`src/rtl/serial_add_sub.sv`:
```
// Digit-serial adder/subtractor: WIDTH-bit operands, DIGIT bits per cycle,
// registered carry chain, valid/ready handshakes on both sides.
module serial_add_sub #(
   parameter int WIDTH = 16,
   parameter int DIGIT = 4
) (
   input  logic             clk,
   input  logic             rst_n,
   input  logic             in_valid,
   output logic             in_ready,
   input  logic [WIDTH-1:0] a,
   input  logic [WIDTH-1:0] b,
   input  logic             sub,
   output logic             out_valid,
   input  logic             out_ready,
   output logic [WIDTH-1:0] y,
   output logic             carry,
   output logic             overflow
);

   localparam int N  = WIDTH / DIGIT;
   localparam int CW = (N > 1) ? $clog2(N) : 1;

   typedef enum logic [1:0] {IDLE, RUN, DONE} state_t;

   state_t           state_q, state_d;
   logic [WIDTH-1:0] a_q, a_d;
   logic [WIDTH-1:0] b_q, b_d;
   logic [WIDTH-1:0] r_q, r_d;
   logic [WIDTH-1:0] y_q, y_d;
   logic             c_q, c_d;
   logic             carry_q, carry_d;
   logic             ovf_q, ovf_d;
   logic [CW-1:0]    cnt_q, cnt_d;
   logic [DIGIT:0]   dsum;
   logic             msb_cin;

   // One digit slice of the carry chain; msb_cin is the carry into the top
   // bit of the current digit, meaningful on the last digit.
   always_comb begin
      dsum    = {1'b0, a_q[DIGIT-1:0]} + {1'b0, b_q[DIGIT-1:0]}
              + {{DIGIT{1'b0}}, c_q};
      msb_cin = dsum[DIGIT-1] ^ a_q[DIGIT-1] ^ b_q[DIGIT-1];
   end

   // Next-state and datapath update for the IDLE/RUN/DONE sequencer.
   always_comb begin
      state_d = state_q;
      a_d     = a_q;
      b_d     = b_q;
      r_d     = r_q;
      y_d     = y_q;
      c_d     = c_q;
      carry_d = carry_q;
      ovf_d   = ovf_q;
      cnt_d   = cnt_q;
      case (state_q)
         IDLE: begin
            if (in_valid) begin
               a_d     = a;
               b_d     = b ^ {WIDTH{sub}};
               c_d     = sub;
               cnt_d   = '0;
               state_d = RUN;
            end
         end
         RUN: begin
            r_d   = WIDTH'({dsum[DIGIT-1:0], r_q} >> DIGIT);
            a_d   = a_q >> DIGIT;
            b_d   = b_q >> DIGIT;
            c_d   = dsum[DIGIT];
            cnt_d = cnt_q + 1'b1;
            if (cnt_q == CW'(N - 1)) begin
               y_d     = r_d;
               carry_d = dsum[DIGIT];
               ovf_d   = msb_cin ^ dsum[DIGIT];
               state_d = DONE;
            end
         end
         DONE: begin
            if (out_ready) state_d = IDLE;
         end
         default: state_d = IDLE;
      endcase
   end

   // State and datapath registers with synchronous active-low reset.
   always_ff @(posedge clk) begin
      if (!rst_n) begin
         state_q <= IDLE;
         a_q     <= '0;
         b_q     <= '0;
         r_q     <= '0;
         y_q     <= '0;
         c_q     <= 1'b0;
         carry_q <= 1'b0;
         ovf_q   <= 1'b0;
         cnt_q   <= '0;
      end else begin
         state_q <= state_d;
         a_q     <= a_d;
         b_q     <= b_d;
         r_q     <= r_d;
         y_q     <= y_d;
         c_q     <= c_d;
         carry_q <= carry_d;
         ovf_q   <= ovf_d;
         cnt_q   <= cnt_d;
      end
   end

   assign in_ready  = (state_q == IDLE);
   assign out_valid = (state_q == DONE);
   assign y         = y_q;
   assign carry     = carry_q;
   assign overflow  = ovf_q;

endmodule

```
`config.mk`:
```
export PLATFORM = sky130hd
export DESIGN_NAME = serial_add_sub
export DESIGN_NICKNAME = d
export VERILOG_FILES = /design/src/rtl/serial_add_sub.sv
export SDC_FILE = /design/constraint.sdc
export NUM_CORES = 1
export LEC_CHECK = 0
export CORE_ASPECT_RATIO = 1.25
export CORE_MARGIN = 2
export CORE_UTILIZATION = 52
export DETAILED_ROUTE_END_ITERATION = 7
export MAX_ROUTING_LAYER = met4
export PLACE_DENSITY = 0.78
export RECOVER_POWER = 25
export SYNTH_ARGS = -nofsm -noshare
export SYNTH_HDL_FRONTEND = slang
export SYNTH_SLANG_ARGS = --single-unit
```
`constraint.sdc`:
```
create_clock -name clk -period 2.6 [get_ports clk]
set_clock_uncertainty 0.1 [all_clocks]
set_input_delay 0.39 -clock clk [delete_from_list [all_inputs] [get_ports clk]]
set_output_delay 0.39 -clock clk [all_outputs]
set_load 0.005 [all_outputs]
```
==> results.txt, run 1 <==
status: complete, no violations
Netlist cell types: 33
CTS tree: built
capturing point of the worst reg2reg path: overflow
Final GP Congestion: 0.763
mapped cell area: 3090 um^2
latest clock arrival within the worst-skew pair: 0.34 ns
Max VDD drop: 0.366 mV
first-pass GRT wire length: 10900 um
IO Pins: 57
largest net degree at the start of global routing: 42
most frequent cell after synthesis: dfxtp_1
ratio of cells with drive above 1 in the final layout: 0.122
Post-synth top cells: dfxtp_1 (67), nand2_1 (55), nor2b_1 (34)
# diodes: 0
Final Critical Period: 2.12 ns
DR iter-0 viols: 100
Die X: 72.9 um
PortBufs: 56
fin crit share: 0.816
CTS Buf Count: 9
reg2reg setup slack: 0.52 ns
first-pass iteration count of the detailed router: 4
post-synth top area cell: dfxtp_1
clk buf depth: 2
Final WS setup: 0.478 ns
Post-synth top flop: dfxtp_1
synthesized flop and latch total: 67
fill cell count: 508
hold path startpoint: y[8]
clk slew on worst S/H paths: 0.07 ns
# setup viols final: 0
vias post-DR: 2477
async set-reset flop share out of synthesis: 0
Layout Cells excl Fill: 459
CTS sink cnt: 67
syn_nets: 385
All-Layer GR Usage: 0.216
Area contributors post-synth: dfxtp_1 (43%), o221a_2 (8.4%), nor2b_1 (6.9%)
CP Data Arrival Time: 1.63 ns
Setup crit start kind: flip-flop
Hold Buf Count CTS: 0
Remaining DRCs: 0
maximum clock rate: 471 MHz
RR Startpoint: b_q[0]
Die Area: 6580 um^2
H-tree levels: 3
hold path depth: 2
placed cells: 445
worst hold endpoint: y[8]
Worst setup EP type: primary output
Least-Margin Pin Slew: 0.702 ns
CP Class: reg2out
fin. max-slew vios: 0
drt wl/cell: 13.5 um
synthesized instance count: 342
YS warnings: 0
Reg2Reg Depth: 8
worst min-delay path class: reg2reg
worst slack, placed: 0.459 ns
relative slew slack: 0.532
Max Cap Violations: 0
RSZ-0062 raised after global routing: no
fin nets: 433
Die Y: 90.2 um
Req. time, crit path: 2.11 ns
Pwr Density: 588 nW/um^2
Post-synth EDFFs: 0
overall power: 2.24 mW
routed wire length: 6200 um
final setup TNS: 0 ns
share of the synthesized area in the top cell type: 0.434
Final Util: 0.659
final hold violations: 0
post-CTS setup buffers: 0
Initial Util: 0.535
ANT nets after route: 0
maximum fanout along the worst path: 12
post-DP HPWL: 4360 um
CTS Root Cell: clkbuf_8
Syn-to-layout area delta: 23.4%
antenna violations before repair: 0
core area: 5780 um^2
post-CTS resize count: 0
Leak Pwr: 1.50 nW
vias in the first global route: 2402
FP Rows: 31
gr ovfl total: 0
Post-Synthesis Mean Instance Area: 9.03 um^2
sequential area share after synthesis: 0.434
DR vias/cell: 5.40
==> cell type report <==
type | count | area [um^2] | area share
Timing Repair Buffer | 65 | 623 | 0.163
Clock inverter | 2 | 12.5 | 0.00328
Tap cell | 66 | 82.6 | 0.0217
Inverter | 3 | 11.3 | 0.00295
Multi-Input combinational cell | 244 | 1590 | 0.416
Clock buffer | 12 | 155 | 0.0407
Sequential cell | 67 | 1340 | 0.352
==> how the worst max path moves through the flow <==
| stage | from | to | slack [ns] | depth (start not counted) |
|---|---|---|---|---|
| after floorplan | a_q[0] | overflow | 0.71 | 8 |
| after global placement | in_valid | b_q[0] | 0.47 | 4 |
| after detailed placement | in_valid | b_q[11] | 0.46 | 4 |
| after CTS | state_q[1] | out_valid | 0.43 | 2 |
| after global routing | state_q[1] | out_valid | 0.38 | 2 |
| final | state_q[1] | out_valid | 0.48 | 2 |
==> state kept, by name (all words and copies together) (netlist names) <==
register	cells
a_q	16
b_q	16
y	16
r_q	12
cnt_q	2
state_q	2
c_q	1
carry	1
overflow	1
==> cells in the final DEF (no fill, tap or decap), drive strengths merged, types with 2 or more instances in the layout <==
cell type      count
a22oi              9
nor2b             35
fa                 2
nor2              20
o21a               2
o21ai              4
o211a              3
nand2             56
buf               10
xor2               6
inv                3
a21boi            25
ha                 4
o221a             23
xnor2             15
clkdlybuf4s50     38
and2               4
nand2b             4
clkbuf            12
a21oi             26
dlygate4sd3       17
dfxtp             67
==> metal layers <==
layer  GRT usage  share of wire  wire length (um)  vias up
met2       0.343           0.49              3030       54
li1            -              -                 -     1259
met5           -              0                 0        -
met1       0.252           0.44              2740     1147
met4       0.105          0.032               199        0
met3      0.0516          0.037               228       17
==> report_power, final <==
group	switching [mW]	internal (mW)	total, mW
Sequential	0.0394	1.09	1.13
Combinational	0.169	0.199	0.368
Clock	0.361	0.386	0.747
Total	0.570	1.67	2.24
==> worst max-delay path, stage by stage (launching register included) <==
cell	delay (ns)
dfxtp_1	0.58
nor2b_1	0.20
clkdlybuf4s50_1	0.51
==> cells by family after synthesis <==
group,after synthesis,share of synthesized area
flip-flops,67,0.434
AO/OA/AOI/OAI,94,0.235
buffers and inverters,31,0.0518
AND/OR/NAND/NOR,123,0.190
adder cells (fa/ha/maj),6,0.0292
XOR/XNOR,21,0.0595
==> through the flow <==
step | hold WS [ns] | area, um^2
after CTS | 0.355 | 3810
after global routing | 0.376 | 3810
final | 0.350 | 3810
after global placement | 0.342 | 3650
after floorplan | 0.341 | 3090
after detailed placement | 0.346 | 3650
(Power assumes the default switching activity.)
==> inputs of run 2 (changes only) <==
==> constraint.sdc (replaced) <==
create_clock -name clk -period 2 [get_ports clk]
set_clock_uncertainty 0.1 [all_clocks]
set_input_delay 0.3 -clock clk [delete_from_list [all_inputs] [get_ports clk]]
set_output_delay 0.3 -clock clk [all_outputs]
set_load 0.005 [all_outputs]
==> run 2 against run 1 <==
Effect of this change:
- clock-buffer cell count is 1 lower
- cell count is 2.0% higher
- non-clock buffer count is 7 higher
- sequential cell count stayed put
- clock power is 46% higher
- combinational power is 40% higher
- total power is 37% higher
- via count is 2.0% higher
- worst hold slack worse by 0.018 ns
- final area is 3.6% higher
- global-route usage is 0.070 points lower
- first-iteration DRC count is 63% higher
==> results.txt, run 2 (same netlist as run 1, synthesis figures left out) <==
status: complete, no violations
Worst setup EP type: flip-flop
Req. time, crit path: 2.16 ns (+0.05 ns)
final hold violations: 0 (unchanged)
core area: 5780 um^2 (unchanged)
vias in the first global route: 2438 (+1.5%)
routed wire length: 6390 um (+3.2%)
Leak Pwr: 1.56 nW (+4.3%)
RSZ-0062 raised after global routing: no
Die Area: 6580 um^2 (unchanged)
Max VDD drop: 0.472 mV (+29%)
Buf/Inv on CP: 2 (+1)
clk buf depth: 2 (unchanged)
Sw Share: 0.253 (-0.00162)
CP delay by family, top: adder cells
commonest non-fill, non-tap cells in the layout: dfxtp_1 (63), nand2_1 (55), clkdlybuf4s50_1 (41), nor2b_1 (34), a21oi_1 (25)
first-pass GRT wire length: 10700 um (-2.0%)
first-pass iteration count of the detailed router: 5 (+1)
latest clock arrival within the worst-skew pair: 0.33 ns (about the same)
FP Rows: 31 (unchanged)
worst min-delay path class: in2reg
Die X: 72.9 um (unchanged)
CP dominant cell by count: fa_2
Pint: 2.30 mW (+38%)
Final Util: 0.683 (+0.0236)
gr ovfl total: 0 (unchanged)
clk slew on worst S/H paths: 0.07 ns (about the same)
fin crit share: 0.944
Final Critical Period: 1.89 ns
maximum clock rate: 529 MHz
Least-Margin Pin Slew: 0.568 ns (-0.134 ns)
Hold Buf Count CTS: 0 (unchanged)
DR vias/cell: 5.40 (about the same)
PortBufs: 56 (unchanged)
critical-path cell list: fa_2 -> inv_1 -> fa_2 -> nand2b_4 -> a21oi_4 -> buf_4 -> o221ai_1 -> a21boi_0
CTS sink cnt: 67 (unchanged)
Setup crit start kind: flip-flop
CTS tree: built
fin. max-slew vios: 0 (unchanged)
Flop pwr share: 0.477 (-0.025)
maximum fanout along the worst path: 2 (-10)
post-DP HPWL: 4340 um (-0.64%)
slowest stage cell, crit path: fa_2
fin nets: 440 (+1.6%)
CTS Root Cell: clkbuf_8
largest net degree at the start of global routing: 69 (+64%)
IO Pins: 57 (unchanged)
relative slew slack: 0.622 (+0.0895)
Pwr Density: 780 nW/um^2 (+33%)
All-Layer GR Usage: 0.215 (-0.000702)
Psw: 778 uW (+36%)
drt wl/cell: 13.7 um (+1.2%)
# setup viols final: 0 (unchanged)
# diodes: 0 (unchanged)
Worst path max stage delay: 0.37 ns (-0.21 ns)
vias post-DR: 2527 (+2.0%)
Comb pwr share: 0.168 (+0.004)
Syn-to-layout area delta: 27.8%
most common cell after layout, fill and taps aside: dfxtp_1
clock share of power: 0.355 (+0.022)
final setup TNS: 0 ns (unchanged)
CTS Buf Count: 9 (unchanged)
ratio of cells with drive above 1 in the final layout: 0.162 (+0.0396)
Final GP Congestion: 0.756 (-0.94%)
ANT nets after route: 0 (unchanged)
DR iter-0 viols: 163 (+63%)
Max Cap Violations: 0 (unchanged)
antenna violations before repair: 0 (unchanged)
H-tree levels: 3 (unchanged)
Remaining DRCs: 0 (unchanged)
Initial Util: 0.535 (unchanged)
CP Data Arrival Time: 2.05 ns (+0.42 ns)
Die Y: 90.2 um (unchanged)
CP Class: reg2reg
-- run 2: changes by cell type in the layout (fill, tap and decap cells not counted), sizes merged --
| cell | previous run | this run |
|---|---|---|
| bufinv | 0 | 1 |
| dlygate4sd3 | 17 | 14 |
| clkdlybuf4s50 | 38 | 41 |
| clkinv | 1 | 3 |
| buf | 10 | 16 |
-- run 2: routing by layer --
metal  vias up  share of wire  GRT usage
met4         0          0.020      0.119
met1      1178           0.44      0.247
met2        58           0.51      0.345
met3         8          0.034     0.0415
li1       1283              -          -
met5         -              0          -
-- run 2: metrics by stage --
| step | setup WS, ns | power (mW) | cell area, um^2 | cells | hold slack (ns) |
|---|---|---|---|---|---|
| finish | 0.111 | 3.08 | 3950 | 468 | 0.332 |
| global route | 0.0195 | 3.23 | 3950 | 468 | 0.347 |
| CTS | 0.00140 | 3.09 | 3910 | 466 | 0.330 |
| detailed placement | -0.0684 | 1.99 | 3710 | 450 | 0.345 |
| global placement | 0.0928 | 1.98 | 3710 | 450 | 0.342 |
| floorplan | 0.114 | 1.82 | 3090 | 342 | 0.341 |
-- run 2: power by group through the flow --
stage / Sequential, mW / Combinational (mW) / Clock [mW]
5_1_grt: 1.48 / 0.573 / 1.18
3_5_place_dp: 1.50 / 0.493 / 0
6_report: 1.47 / 0.517 / 1.09
4_1_cts: 1.47 / 0.500 / 1.12
2_1_floorplan: 1.48 / 0.342 / 0
3_3_place_gp: 1.49 / 0.483 / 0
-- run 2: cell type report --
cell class,instances,area [um^2]
Sequential cell,67,1350
Multi-Input combinational cell,244,1620
Tap cell,66,82.6
Clock inverter,5,52.6
Clock buffer,11,141
Fill cell,489,1830
Inverter,3,11.3
Timing Repair Buffer,72,697
-- run 2: final timing paths --
check	from	endpoint	slack, ns	cells past startpoint
max	a_q[0]	c_q	0.11	8
min	rst_n	y[13]	0.33	3
max reg2reg	a_q[0]	c_q	0.11	8
min reg2reg	y[11]	y[11]	0.35	2
-- run 2: worst register-to-register path, delay by kind of cell (launching register included) --
kind	cells	cell delay (ns)
AOI/OAI and AO/OA	3	0.43
adders and majority gates	2	0.59
buffers and inverters	2	0.21
DFF	1	0.34
and+or+nand+nor	1	0.16
-- run 2: timing repair --
item                                    4_1_cts  5_1_grt
endpoints found under the setup margin        3        4
resized for setup                             4        6
pin swaps                                     1        5
buffers inserted                              0        2
